==> config.mk <==
export PLATFORM = sky130hd
export DESIGN_NAME = quadrature_spinner
export DESIGN_NICKNAME = d
export VERILOG_FILES = /design/src/rtl/quadrature_spinner.sv
export SDC_FILE = /design/constraint.sdc
export NUM_CORES = 1
export LEC_CHECK = 0
export BUFFER_PORTS_ARGS = -buffer_cell sky130_fd_sc_hd__clkbuf_2
export CORE_MARGIN = 3
export CORE_UTILIZATION = 35
export DETAILED_ROUTE_END_ITERATION = 8
export PLACE_DENSITY = 0.56
export SYNTH_ARGS = -nofsm -noshare
export SYNTH_HDL_FRONTEND = slang
export SYNTH_SLANG_ARGS = --single-unit
==> constraint.sdc <==
create_clock -name clk_sys -period 10.1 [get_ports clk_sys]
set_input_delay 1.515 -clock clk_sys [delete_from_list [all_inputs] [get_ports clk_sys]]
set_output_delay 1.515 -clock clk_sys [all_outputs]
set_load 0.02 [all_outputs]
==> src/rtl/quadrature_spinner.sv <==
// quadrature_spinner: turns signed mouse deltas into quadrature encoder steps per channel.
// Define QUADRATURE_SPINNER_DPAD_EN to add the periodic digital-control position reloads.
module quadrature_spinner #(
  parameter int CHANNELS = 2,
  parameter int POS_W = 12,
  parameter int CE_DIV = 8,
  parameter int STEP_DIV = 1500,
  parameter int DPAD_PERIOD = 48000,
  parameter int STEP_SLOW = 4,
  parameter int STEP_FAST = 9,
  parameter logic [CHANNELS-1:0] INVERT = '0
) (
  input  logic                    clk_sys,
  input  logic                    reset,
  input  logic [CHANNELS-1:0]     mouse_strobe,
  input  logic [9*CHANNELS-1:0]   mouse_dx,
  input  logic [CHANNELS-1:0]     dpad_left,
  input  logic [CHANNELS-1:0]     dpad_right,
  input  logic [CHANNELS-1:0]     dpad_fast,
  output logic [2*CHANNELS-1:0]   quad,
  output logic [CHANNELS-1:0]     busy
);
  localparam int CW = $clog2(CE_DIV + 1);
  localparam int SW = $clog2(STEP_DIV + 1);
  localparam int XW = (POS_W > 9 ? POS_W : 9) + 2;
  localparam logic signed [XW-1:0] P_MAX = XW'((1 << (POS_W - 1)) - 1);
  localparam logic signed [XW-1:0] P_MIN = -P_MAX - XW'(1);
  logic [CW-1:0] r_ce;
  logic [SW-1:0] r_step;
  logic w_tick, w_slot;
  logic signed [POS_W-1:0] r_pos [CHANNELS];
  logic signed [POS_W-1:0] w_pos_nxt [CHANNELS];
  logic [1:0] r_enc [CHANNELS];
  logic [1:0] w_enc_nxt [CHANNELS];
  logic [CHANNELS-1:0] r_busy;
  assign w_tick = r_ce == CW'(CE_DIV - 1);
  assign w_slot = w_tick && r_step == '0;
  assign busy = r_busy;
  always_ff @(posedge clk_sys or posedge reset)
    if (reset) begin
      r_ce <= '0;
      r_step <= '0;
    end else begin
      r_ce <= w_tick ? '0 : r_ce + CW'(1);
      if (w_tick) r_step <= r_step == SW'(STEP_DIV - 1) ? '0 : r_step + SW'(1);
    end
  always_ff @(posedge clk_sys or posedge reset)
    if (reset) begin
      r_pos <= '{default: '0};
      r_enc <= '{default: '0};
      r_busy <= '0;
    end else begin
      r_pos <= w_pos_nxt;
      r_enc <= w_enc_nxt;
      for (int i = 0; i < CHANNELS; i++) r_busy[i] <= r_pos[i] != '0;
    end
  for (genvar c = 0; c < CHANNELS; c++) begin : g_ch
    logic signed [XW-1:0] w_dx, w_sd, w_sum;
    logic signed [POS_W-1:0] w_ld;
    logic w_load;
    assign w_dx = INVERT[c] ? -XW'($signed(mouse_dx[9*c +: 9])) : XW'($signed(mouse_dx[9*c +: 9]));
    // step adjustment is +1/-1 following the sign of pos, so the encoder and pos move together
    assign w_sd = (w_slot && r_pos[c] != '0) ? {{(XW-1){r_pos[c][POS_W-1]}}, 1'b1} : '0;
    assign w_sum = XW'(r_pos[c]) + w_dx - w_sd;
    assign w_pos_nxt[c] = w_load ? w_ld :
                          !mouse_strobe[c] ? POS_W'(XW'(r_pos[c]) - w_sd) :
                          w_sum > P_MAX ? POS_W'(P_MAX) :
                          w_sum < P_MIN ? POS_W'(P_MIN) : POS_W'(w_sum);
    assign w_enc_nxt[c] = r_enc[c] + w_sd[1:0];
    // encoder index 0..3 maps to Gray pairs 00,10,11,01
    assign quad[2*c +: 2] = {r_enc[c][1] ^ r_enc[c][0], r_enc[c][1]};
`ifdef QUADRATURE_SPINNER_DPAD_EN
    localparam int DW = $clog2(DPAD_PERIOD + 1);
    logic [DW-1:0] r_dcnt;
    logic signed [POS_W-1:0] w_mag;
    logic w_act;
    assign w_act = dpad_left[c] | dpad_right[c];
    assign w_load = w_act && w_tick && r_dcnt == DW'(DPAD_PERIOD - 1);
    assign w_mag = dpad_fast[c] ? POS_W'(STEP_FAST) : POS_W'(STEP_SLOW);
    assign w_ld = (dpad_right[c] ^ INVERT[c]) ? w_mag : -w_mag;
    always_ff @(posedge clk_sys or posedge reset)
      if (reset) r_dcnt <= '0;
      else if (!w_act) r_dcnt <= '0;
      else if (w_tick) r_dcnt <= w_load ? '0 : r_dcnt + DW'(1);
`else
    assign w_load = 1'b0;
    assign w_ld = '0;
`endif
  end
`ifndef QUADRATURE_SPINNER_DPAD_EN
  logic w_unused;
  assign w_unused = &{1'b0, dpad_left, dpad_right, dpad_fast, DPAD_PERIOD[0], STEP_SLOW[0], STEP_FAST[0]};
`endif
endmodule

==> impl_results.md <==
* Slowest cell on crit path: a22oi_1
* FF+latch count, synth at between 40 and 50
* Largest stage delay on the critical path at roughly 0.7 ns
* Top cell type's share of synthesized area at 22.43%
* Final hold vios at 0
* R2R setup slack at 4.24 ns
* Synth async-reset ratio at 100.0%
* Worst setup margin at 4.240 ns
* Clock power frac at approximately a tenth
* Num CTS Buffers at 5
* H-Tree Depth at 2
* Commonest non-fill, non-tap cells in the layout: 104 x inv_1, 53 x ha_1, 45 x dfrtp_1
* Initial antenna violation count at 0
* Post-synth EDFFs at 0
* Vias in the first global route at approximately 4.0k
* Delay-heaviest family, CP: simple AND/OR/NAND/NOR gates
* Hold_ws at roughly 0.46 ns
* Routed Antenna Nets at 0
* DR vias at between 3k and 4k
* Post-Syn Nets at slightly below 700
* Reg-to-Reg End: r_pos[2]
* Total GRT Usage at 13.60%
* Class of the worst hold path: register to register
* Outcome: complete, no violations
* Post-CTS Setup Bufs at 0
* Total Neg Setup Slack at 0 ns
* Top achievable clock speed at between 150 and 200 MHz
* Pre-CTS setup slack at 4.259 ns
* Root buffer cell: clkbuf_16
* Critical path buffer and inverter count at 2
* RSZ-0062 raised after global routing: false
* Synthesized area per cell at approximately 8.6 µm²
* CP arrival at 6.07 ns
* Reg-to-reg startpoint: r_ce[0]
* Mapped Cells at 586
* Initial Util at a little over a third
* First DRT Iteration DRCs at ~160
* Pwr Total at between 1.5 and 2 mW
* Final GP Congestion at slightly above 0.8
* Pre-antenna DRT Iters at 6
* Area growth syn-to-layout at 9.098%
* Crit path from: r_ce[0]
* Detailed Route WL at between 10000 and 15000 µm
* Cell Pwr Density at approximately 350 nW/µm²
* Max_cap viols at 0
* Psw at between 0.9 and 1 mW
* Final period util at 58.02%
* CP Capture Type: register
* Core area at approximately 14000 µm²
* Yosys top cell by area: dfrtp_1
* I/O pin count at 34
* R2R depth at 17
* Die area at 15820 µm²
* VDD IR max at slightly below 0.2 mV
* WL/cell at approximately 13 µm
* Post-DR vias/cell at roughly 5.0
* Sw Ratio at 49.06%
* Share of cells above drive strength 1 at under 10%
* Data required, critical path at between 10 and 15 ns
* Worst slew margin at a little under two fifths
* Cells after DPL at approximately 800
* Post-CTS Resized at 0
* Clock Skew at approximately 0.0083 ns
* Post-synthesis cell area at 5020 µm²
* Minimum clock period at ~5.9 ns
* Largest net degree at the start of global routing at 46
* Post-CTS Hold Buffers at 0
* Int Power at about 0.98 mW
* Netlist cell types at 65
* Actual slew at the worst max-slew pin at roughly 0.9 ns
* Reg power frac at between 10% and 20%
* LEAKAGE at roughly 2.6 nW
* Die X-Extent at 125.8 µm
* Post-route DRC violation count at 0
* Synthesis Warnings at 0
* Clock sinks at 45
* Top cells by area, synth: dfrtp_1 22%, ha_1 13%, fa_1 10%
* Post-DP Area at between 5000 and 6000 µm²
* Sequential Area at 1126 µm²
* Sequential area share after synthesis at 22.43%
* CTS max path bufs at 2
* CTS clk-pin slew, worst paths at 0.06 ns
* CTS tree: built
* CP Max Fanout at 13
* Final nets at between 700 and 800
* Clk Latency, worst-skew pair at 0.29 ns
* CP Launch Type: register
* Final instance area at ~5500 µm²
* Combinational share of power at between 70 and 80%
* # port buffers at 27
* Final max-slew violation count at 0
* FP Rows at between 40 and 50
* Setup violators final at 0
* Cells along the critical path: ha_1 -> and3b_1 -> nor4b_1 -> and3_1 -> nand2_1 -> inv_1 -> fa_1 -> inv_1 -> ha_1 -> nand3_1 -> o211ai_1 -> o211ai_1 -> nand2_1 -> xnor2_1 -> a22oi_1 -> nand3_1 -> a31oi_1
* Most common cell after layout, fill and taps aside: inv_1
* Die Height at approximately 130 µm
* Post-Layout Cell Count at between 700 and 800
* Worst path depth at 17
* Layout Utilization at 39.30%
* Area of the multi-input gates at around 3400 µm²
* Detailed Place HPWL at around 8500 µm
* Ys flop type: dfrtp_1
* First-pass GRT wire length at 18290 µm
* CP Class: register to register
* Critical Path Sink: r_pos[2]
* Filler instances at between 1k and 1.5k
* Diodes inserted at 0
* GRT overflow at 0
Yosys cell counts (4+ instances only):
| cell type | number |
|---|---|
| o211ai_1 | 9 |
| nor2b_1 | 8 |
| a21oi_1 | 31 |
| o21bai_1 | 4 |
| ha_1 | 53 |
| a211oi_1 | 4 |
| a21o_1 | 10 |
| nand2b_1 | 6 |
| and2_1 | 4 |
| nor2_1 | 34 |
| nand2_1 | 36 |
| o21ai_0 | 15 |
| mux2i_1 | 4 |
| or2_2 | 4 |
| xnor2_1 | 25 |
| nand3_1 | 21 |
| nor3_1 | 12 |
| a31oi_1 | 14 |
| or3_1 | 6 |
| xor2_1 | 25 |
| o21a_1 | 6 |
| fa_1 | 26 |
| o221ai_1 | 5 |
| dfrtp_1 | 45 |
| clkbuf_1 | 4 |
| nor4_1 | 7 |
| inv_1 | 105 |
| a221oi_1 | 6 |
power by group through the flow:
stage	Combinational (mW)	Clock (mW)	Sequential (mW)
3_3_place_gp	1.40	0	0.303
3_5_place_dp	1.42	0	0.302
6_report	1.43	0.190	0.298
5_1_grt	1.63	0.202	0.306
2_1_floorplan	1.19	0	0.277
4_1_cts	1.43	0.193	0.298
registers in the layout, indices dropped and copies added (netlist names):
name / cells
r_step: 11
busy: 2
quad: 2
r_ce: 4
r_enc: 2
r_pos: 24
layout make-up:
cell class | instances | share of cell area, %
multi-input combinational | 425 | 62.44
tap | 180 | 4.112
sequential | 45 | 20.56
timing repair buffer | 27 | 2.467
clock buffer | 7 | 2.605
inverter | 106 | 7.265
clock inverter | 1 | 0.5483
how the worst min path moves through the flow:
stage / startpoint / endpoint / slack [ns] / depth (start not counted)
floorplan: r_ce[0] / r_ce[0] / 0.43 / 1
global placement: r_ce[0] / r_ce[0] / 0.45 / 1
detailed placement: r_ce[0] / r_ce[0] / 0.45 / 1
CTS: r_ce[0] / r_ce[0] / 0.46 / 1
global route: r_ce[0] / r_ce[0] / 0.48 / 1
finish: r_ce[0] / r_ce[0] / 0.46 / 1
routing by layer:
layer  vias up  track usage, %  share of wire, %
met1      1883           18.47                49
met5         -               0                 0
met3         7           1.739               2.4
li1       2056               -                 -
met4         0           3.155               1.1
met2        43           23.22                47
cell families after synthesis:
group                      synth area share, %
and+or+nand+nor                          16.30
AOI/OAI and AO/OA                        18.72
buffers and inverters                    9.447
adders and majority gates                23.58
xor gates and xnor gates                 8.724
DFF                                      22.43
muxes                                   0.7976
No activity file was read; power rests on OpenSTA's default activity.
